**src/rtl/rf_pkg.sv**
```systemverilog
// Shared types and constants for the range finder: FSM state, default sizes, all-ones helper.
`timescale 1ns/1ps
package rf_pkg;

  typedef enum logic {
    IDLE  = 1'b0,
    COUNT = 1'b1
  } state_t;

  localparam int RF_WIDTH_DEF    = 8;
  localparam int RF_AVG_LOG2_DEF = 2;

  // All-ones value of width w, returned in a 32-bit container for the caller to truncate.
  function automatic logic [31:0] rf_ones(input int w);
    return (w >= 32) ? 32'hFFFF_FFFF : ((32'd1 << w) - 32'd1);
  endfunction

endpackage

```
**src/rtl/rf_edge_detect.sv**
```systemverilog
// 1-bit rising-edge detector; rise_o is combinational from sig_i and a 1-cycle registered copy.
// No latency beyond the register; no backpressure.
`timescale 1ns/1ps
module rf_edge_detect (
  input  logic clk_i,
  input  logic rst_i,
  input  logic sig_i,
  output logic rise_o
);

  logic sig_q;

  always_ff @(posedge clk_i or posedge rst_i) begin
    if (rst_i) sig_q <= 1'b0;
    else       sig_q <= sig_i;
  end

  assign rise_o = sig_i & ~sig_q;

endmodule

```
**src/rtl/range_finder_3.sv**
```systemverilog
// Time-of-flight range finder: range/valid/timeout registered one cycle after the deciding edge, no backpressure.
// Optional windowed averaging (avg_range/avg_valid) is built when RF_AVERAGE_EN is defined.
`timescale 1ns/1ps
module range_finder_3
  import rf_pkg::*;
#(
  parameter int WIDTH     = RF_WIDTH_DEF,
  parameter int MAX_COUNT = 2**WIDTH - 1
`ifdef RF_AVERAGE_EN
  ,
  parameter int AVG_LOG2  = RF_AVG_LOG2_DEF
`endif
) (
  input  logic             clk,
  input  logic             rst,
  input  logic             em_sensor,
  input  logic             rec_sensor,
  output logic [WIDTH-1:0] range,
  output logic             valid,
  output logic             timeout,
  output logic             busy
`ifdef RF_AVERAGE_EN
  ,
  output logic [WIDTH-1:0] avg_range,
  output logic             avg_valid
`endif
);

  localparam logic [WIDTH-1:0] ALL_ONES = WIDTH'(rf_ones(WIDTH));
  localparam logic [WIDTH-1:0] MAX_C    = WIDTH'(MAX_COUNT);

  state_t           state_q, state_d;
  logic [WIDTH-1:0] cnt_q, cnt_d;
  logic [WIDTH-1:0] range_q, range_d;
  logic             valid_q, valid_d;
  logic             timeout_q, timeout_d;
  logic             em_rise, rec_rise;

  rf_edge_detect u_em_edge (
    .clk_i  (clk),
    .rst_i  (rst),
    .sig_i  (em_sensor),
    .rise_o (em_rise)
  );

  rf_edge_detect u_rec_edge (
    .clk_i  (clk),
    .rst_i  (rst),
    .sig_i  (rec_sensor),
    .rise_o (rec_rise)
  );

  // Priority in COUNT: echo, then timeout, then retrigger.
  always_comb begin
    state_d   = state_q;
    cnt_d     = cnt_q;
    range_d   = range_q;
    valid_d   = 1'b0;
    timeout_d = 1'b0;
    case (state_q)
      IDLE: begin
        if (em_rise) begin
          cnt_d   = WIDTH'(1);
          state_d = COUNT;
        end
      end
      COUNT: begin
        if (rec_rise) begin
          range_d = cnt_q;
          valid_d = 1'b1;
          state_d = IDLE;
        end else if (cnt_q == MAX_C) begin
          range_d   = ALL_ONES;
          valid_d   = 1'b1;
          timeout_d = 1'b1;
          state_d   = IDLE;
        end else if (em_rise) begin
          cnt_d = WIDTH'(1);
        end else begin
          cnt_d = cnt_q + 1'b1;
        end
      end
      default: state_d = IDLE;
    endcase
  end

  always_ff @(posedge clk or posedge rst) begin
    if (rst) begin
      state_q   <= IDLE;
      cnt_q     <= '0;
      range_q   <= '0;
      valid_q   <= 1'b0;
      timeout_q <= 1'b0;
    end else begin
      state_q   <= state_d;
      cnt_q     <= cnt_d;
      range_q   <= range_d;
      valid_q   <= valid_d;
      timeout_q <= timeout_d;
    end
  end

  assign range   = range_q;
  assign valid   = valid_q;
  assign timeout = timeout_q;
  assign busy    = (state_q == COUNT);

`ifdef RF_AVERAGE_EN
  localparam int SUM_W = WIDTH + AVG_LOG2;
  localparam logic [AVG_LOG2-1:0] LAST_SMP = AVG_LOG2'(rf_ones(AVG_LOG2));

  logic [SUM_W-1:0]    sum_q, sum_d, sum_new;
  logic [AVG_LOG2-1:0] smp_q, smp_d;
  logic [WIDTH-1:0]    avg_q, avg_d;
  logic                avg_vld_q, avg_vld_d;

  // Samples are taken from the next-state result so avg_valid lines up with valid.
  always_comb begin
    sum_new   = sum_q + SUM_W'(range_d);
    sum_d     = sum_q;
    smp_d     = smp_q;
    avg_d     = avg_q;
    avg_vld_d = 1'b0;
    if (valid_d && !timeout_d) begin
      if (smp_q == LAST_SMP) begin
        avg_d     = WIDTH'(sum_new >> AVG_LOG2);
        avg_vld_d = 1'b1;
        sum_d     = '0;
        smp_d     = '0;
      end else begin
        sum_d = sum_new;
        smp_d = smp_q + 1'b1;
      end
    end
  end

  always_ff @(posedge clk or posedge rst) begin
    if (rst) begin
      sum_q     <= '0;
      smp_q     <= '0;
      avg_q     <= '0;
      avg_vld_q <= 1'b0;
    end else begin
      sum_q     <= sum_d;
      smp_q     <= smp_d;
      avg_q     <= avg_d;
      avg_vld_q <= avg_vld_d;
    end
  end

  assign avg_range = avg_q;
  assign avg_valid = avg_vld_q;
`endif

endmodule

```
**config.mk**
```make
export PLATFORM = sky130hd
export DESIGN_NAME = range_finder_3
export DESIGN_NICKNAME = d
export VERILOG_FILES = /design/src/rtl/rf_pkg.sv /design/src/rtl/rf_edge_detect.sv /design/src/rtl/range_finder_3.sv
export SDC_FILE = /design/constraint.sdc
export NUM_CORES = 1
export LEC_CHECK = 0
export ABC_AREA = 1
export CAP_MARGIN = 30
export CORE_MARGIN = 5
export CORE_UTILIZATION = 30
export DETAILED_ROUTE_END_ITERATION = 12
export PLACE_DENSITY = 0.49
export SLEW_MARGIN = 20
export SYNTH_ARGS = -nofsm -noshare
export SYNTH_HDL_FRONTEND = slang
export SYNTH_SLANG_ARGS = --single-unit
```
**constraint.sdc**
```tcl
create_clock -name clk -period 2.48 [get_ports clk]
set_input_delay 0.496 -clock clk [delete_from_list [all_inputs] [get_ports clk]]
set_output_delay 0.496 -clock clk [all_outputs]
set_load 0.005 [all_outputs]
```
==> run summary <==
Post-synthesis simple-gate area fraction -> 40.0%
Fin crit period -> 1.90 ns
Drt first pass iters -> 4
Post-Synthesis Cells -> 129
Fin. max-slew vios -> 0
Layout Skew -> 0.00529 ns
WHS Path Cells -> 2
DR vias -> 806
Antenna-violating nets left -> 0
Fin Hold WS -> 0.472 ns
Die X -> 70.6 µm
Fmax -> 0.526 GHz
Critical path cell sequence -> clkdlybuf4s50_1
Crit path largest cell delay -> 0.58 ns
First-pass GRT wire length -> 3630 µm
Crit-path max FO -> 11
Final hold violations -> 0
Largest family of logic cells by synthesized area -> simple AND/OR/NAND/NOR gates
XOR/XNOR Fraction of Synth Area -> 1.59%
Mapped Area -> 1100 µm²
Register bit total from synthesis -> 21
Worst-Margin Slew -> 0.385 ns
Reg2Reg Depth -> 8
Setup bufs post-CTS -> 0
CP max-delay cell -> dfrtp_1
Synthesis warning total -> 0
Clk root buf -> clkbuf_8
Maxcap violations -> 0
Initial core utilization -> 30.6%
Initial antenna violation count -> 0
CP arrival -> 1.40 ns
Pwr Density -> 744 nW/µm²
Pleak -> 0.615 nW
Grt ovf -> 0
Vias in the first global route -> 819
Largest net degree at the start of global routing -> 22
Worst Path Buf+Inv -> 1
Unrepaired setup endpoints after global routing -> false
Sequential share of the synthesized area -> 47.7%
CTS clk-pin slew, worst paths -> 0.07 ns
P&R area growth vs syn -> 21.6%
Crit end category -> output port
# hold bufs at CTS -> 0
Setup TNS -> 0 ns
Post-synthesis mux area share -> 0%
Final setup fails -> 0
ANT cells -> 0
Complex-gate fraction of the synthesized area -> 3.86%
Worst flop-to-flop path startpoint -> cnt_q[1]$_DFFE_PP0P_
Half-perimeter wire length after placement -> 1580 µm
Die area -> 4990 µm²
Minimum setup slack among reg-to-reg paths -> 0.99 ns
Synthesized net count -> 134
Crit Path Class -> flip-flop to output port
H-tree Lvls -> 1
Core Area -> 3610 µm²
CTS resizes -> 0
CP delay by family, top -> flip-flops
Peak VDD IR -> 0.000342 V
Startpoint types -> flip-flop
Outcome -> finished clean
Hold Path End -> range[4]$_DFFE_PP0P_
Max Root-Sink Buffers -> 2
CTS Sinks -> 21
Vias per cell -> 4.15
Worst hold start -> range[4]$_DFFE_PP0P_
HP Class -> flip-flop to flip-flop
Routed Wire Length -> 2070 µm
Synth unique cells -> 21
CTS tree -> done
Final #Nets -> 152
RePlAce Congestion -> 0.755
Total GRT Usage -> 8.96%
Die Ht -> 70.6 µm
Final Cycle Share -> 76.6%
Number of remaining DRC errors -> 0
Critical Path RT -> 1.98 ns
Initial detailed-routing violation count -> 32
Wire length per cell -> 10.7 µm
Slew margin rel. -> 74.3%
Clk Latency, worst-skew pair -> 0.25 ns
Worst reg2reg path endpoint -> range[2]$_DFFE_PP0P_
Critical Path Source -> busy$_DFF_PP0_
Share of cells above drive strength 1 -> 15.1%
Rows -> 22
Adder-cell share of the synthesized area -> 1.14%
Post-synthesis average cell area -> 8.55 µm²
Port-buffer cells -> 14
Ports -> 15
TritonCTS buffer count -> 3
## registers in the layout, indices dropped and copies added (netlist names)
name	count
timeout	1
range	8
busy	1
cnt_q	8
valid	1
u_rec_edge.sig_q	1
u_em_edge.sig_q	1
## power by group
| part | switching [mW] | internal, mW |
|---|---|---|
| logic | 0.134 | 0.157 |
| clock network | 0.103 | 0.114 |
| registers | 0.0728 | 0.416 |
## cell type report
type	count	area, µm²
inverters	13	48.8
repair buffers	15	148
clock buffers	4	45.0
multi-input cells	93	513
fillers	379	2270
well taps	48	60.1
flip-flops and latches	21	526
## per-stage QoR
| step | area, µm² | cells | utilization, % | power, mW | worst slack, ns |
|---|---|---|---|---|---|
| 2_1_floorplan | 1100 | 129 | - | 0.647 | 1.22 |
| 3_3_place_gp | 1290 | 190 | 35.9 | 0.787 | 0.696 |
| 3_5_place_dp | 1290 | 190 | 35.9 | 0.793 | 0.654 |
| 4_1_cts | 1340 | 194 | 37.2 | 1.01 | 0.552 |
| 5_1_grt | 1340 | 194 | 37.2 | 1.08 | 0.486 |
| 6_report | 1340 | 194 | 37.2 | 0.996 | 0.580 |
## cells in the mapped netlist
cell,n,area [µm²]
buf_4,2,15.0
dfrtp_1,21,526
ha_1,1,12.5
inv_1,9,33.8
inv_2,4,15.0
nand2_1,40,150
nand2_2,2,12.5
nand2_4,4,45.0
nand2_8,1,20.0
nand3_1,18,90.1
nand3_4,1,17.5
nand4_1,1,6.26
nor2_1,8,30.0
nor2_4,4,45.0
nor3_1,1,5.00
o21ai_0,2,10.0
o21ai_1,3,15.0
o21ai_2,2,17.5
or2_1,3,18.8
xnor2_1,1,8.76
xor2_1,1,8.76
## cells in the final DEF (no fill, tap or decap), drive strengths merged, types with 3 or more instances in the layout
master         instances
clkbuf                 4
nand2                 47
or2                    3
inv                   13
dfrtp                 21
clkdlybuf4s50         14
o21ai                  7
nand3                 19
nor2                  12
## how the worst max path moves through the flow
| stage | endpoint | slack (ns) | cells past startpoint |
|---|---|---|---|
| finish | busy | 0.58 | 1 |
| global route | busy | 0.49 | 1 |
| CTS | busy | 0.55 | 1 |
| detailed placement | range[2]$_DFFE_PP0P_ | 0.65 | 7 |
| global placement | range[6]$_DFFE_PP0P_ | 0.70 | 7 |
| floorplan | range[0]$_DFFE_PP0P_ | 1.22 | 8 |
## cells by family (layout without fill, tap and decap cells)
kind of cell    Yosys count  in the layout
simple gates             83             83
fa+ha+maj                 1              1
xor+xnor                  2              2
buf+inv                  15             32
compound gates            7              7
flops                    21             21
## layer usage
metal | vias to the layer above | global-route usage, % | wire, µm
li1 | 437 | - | -
met1 | 350 | 11.4 | 1040
met2 | 17 | 14.8 | 909
met3 | 2 | 3.55 | 110
met4 | 0 | 1.46 | 9
met5 | - | 0 | 0
No activity file was read; power rests on OpenSTA's default activity.
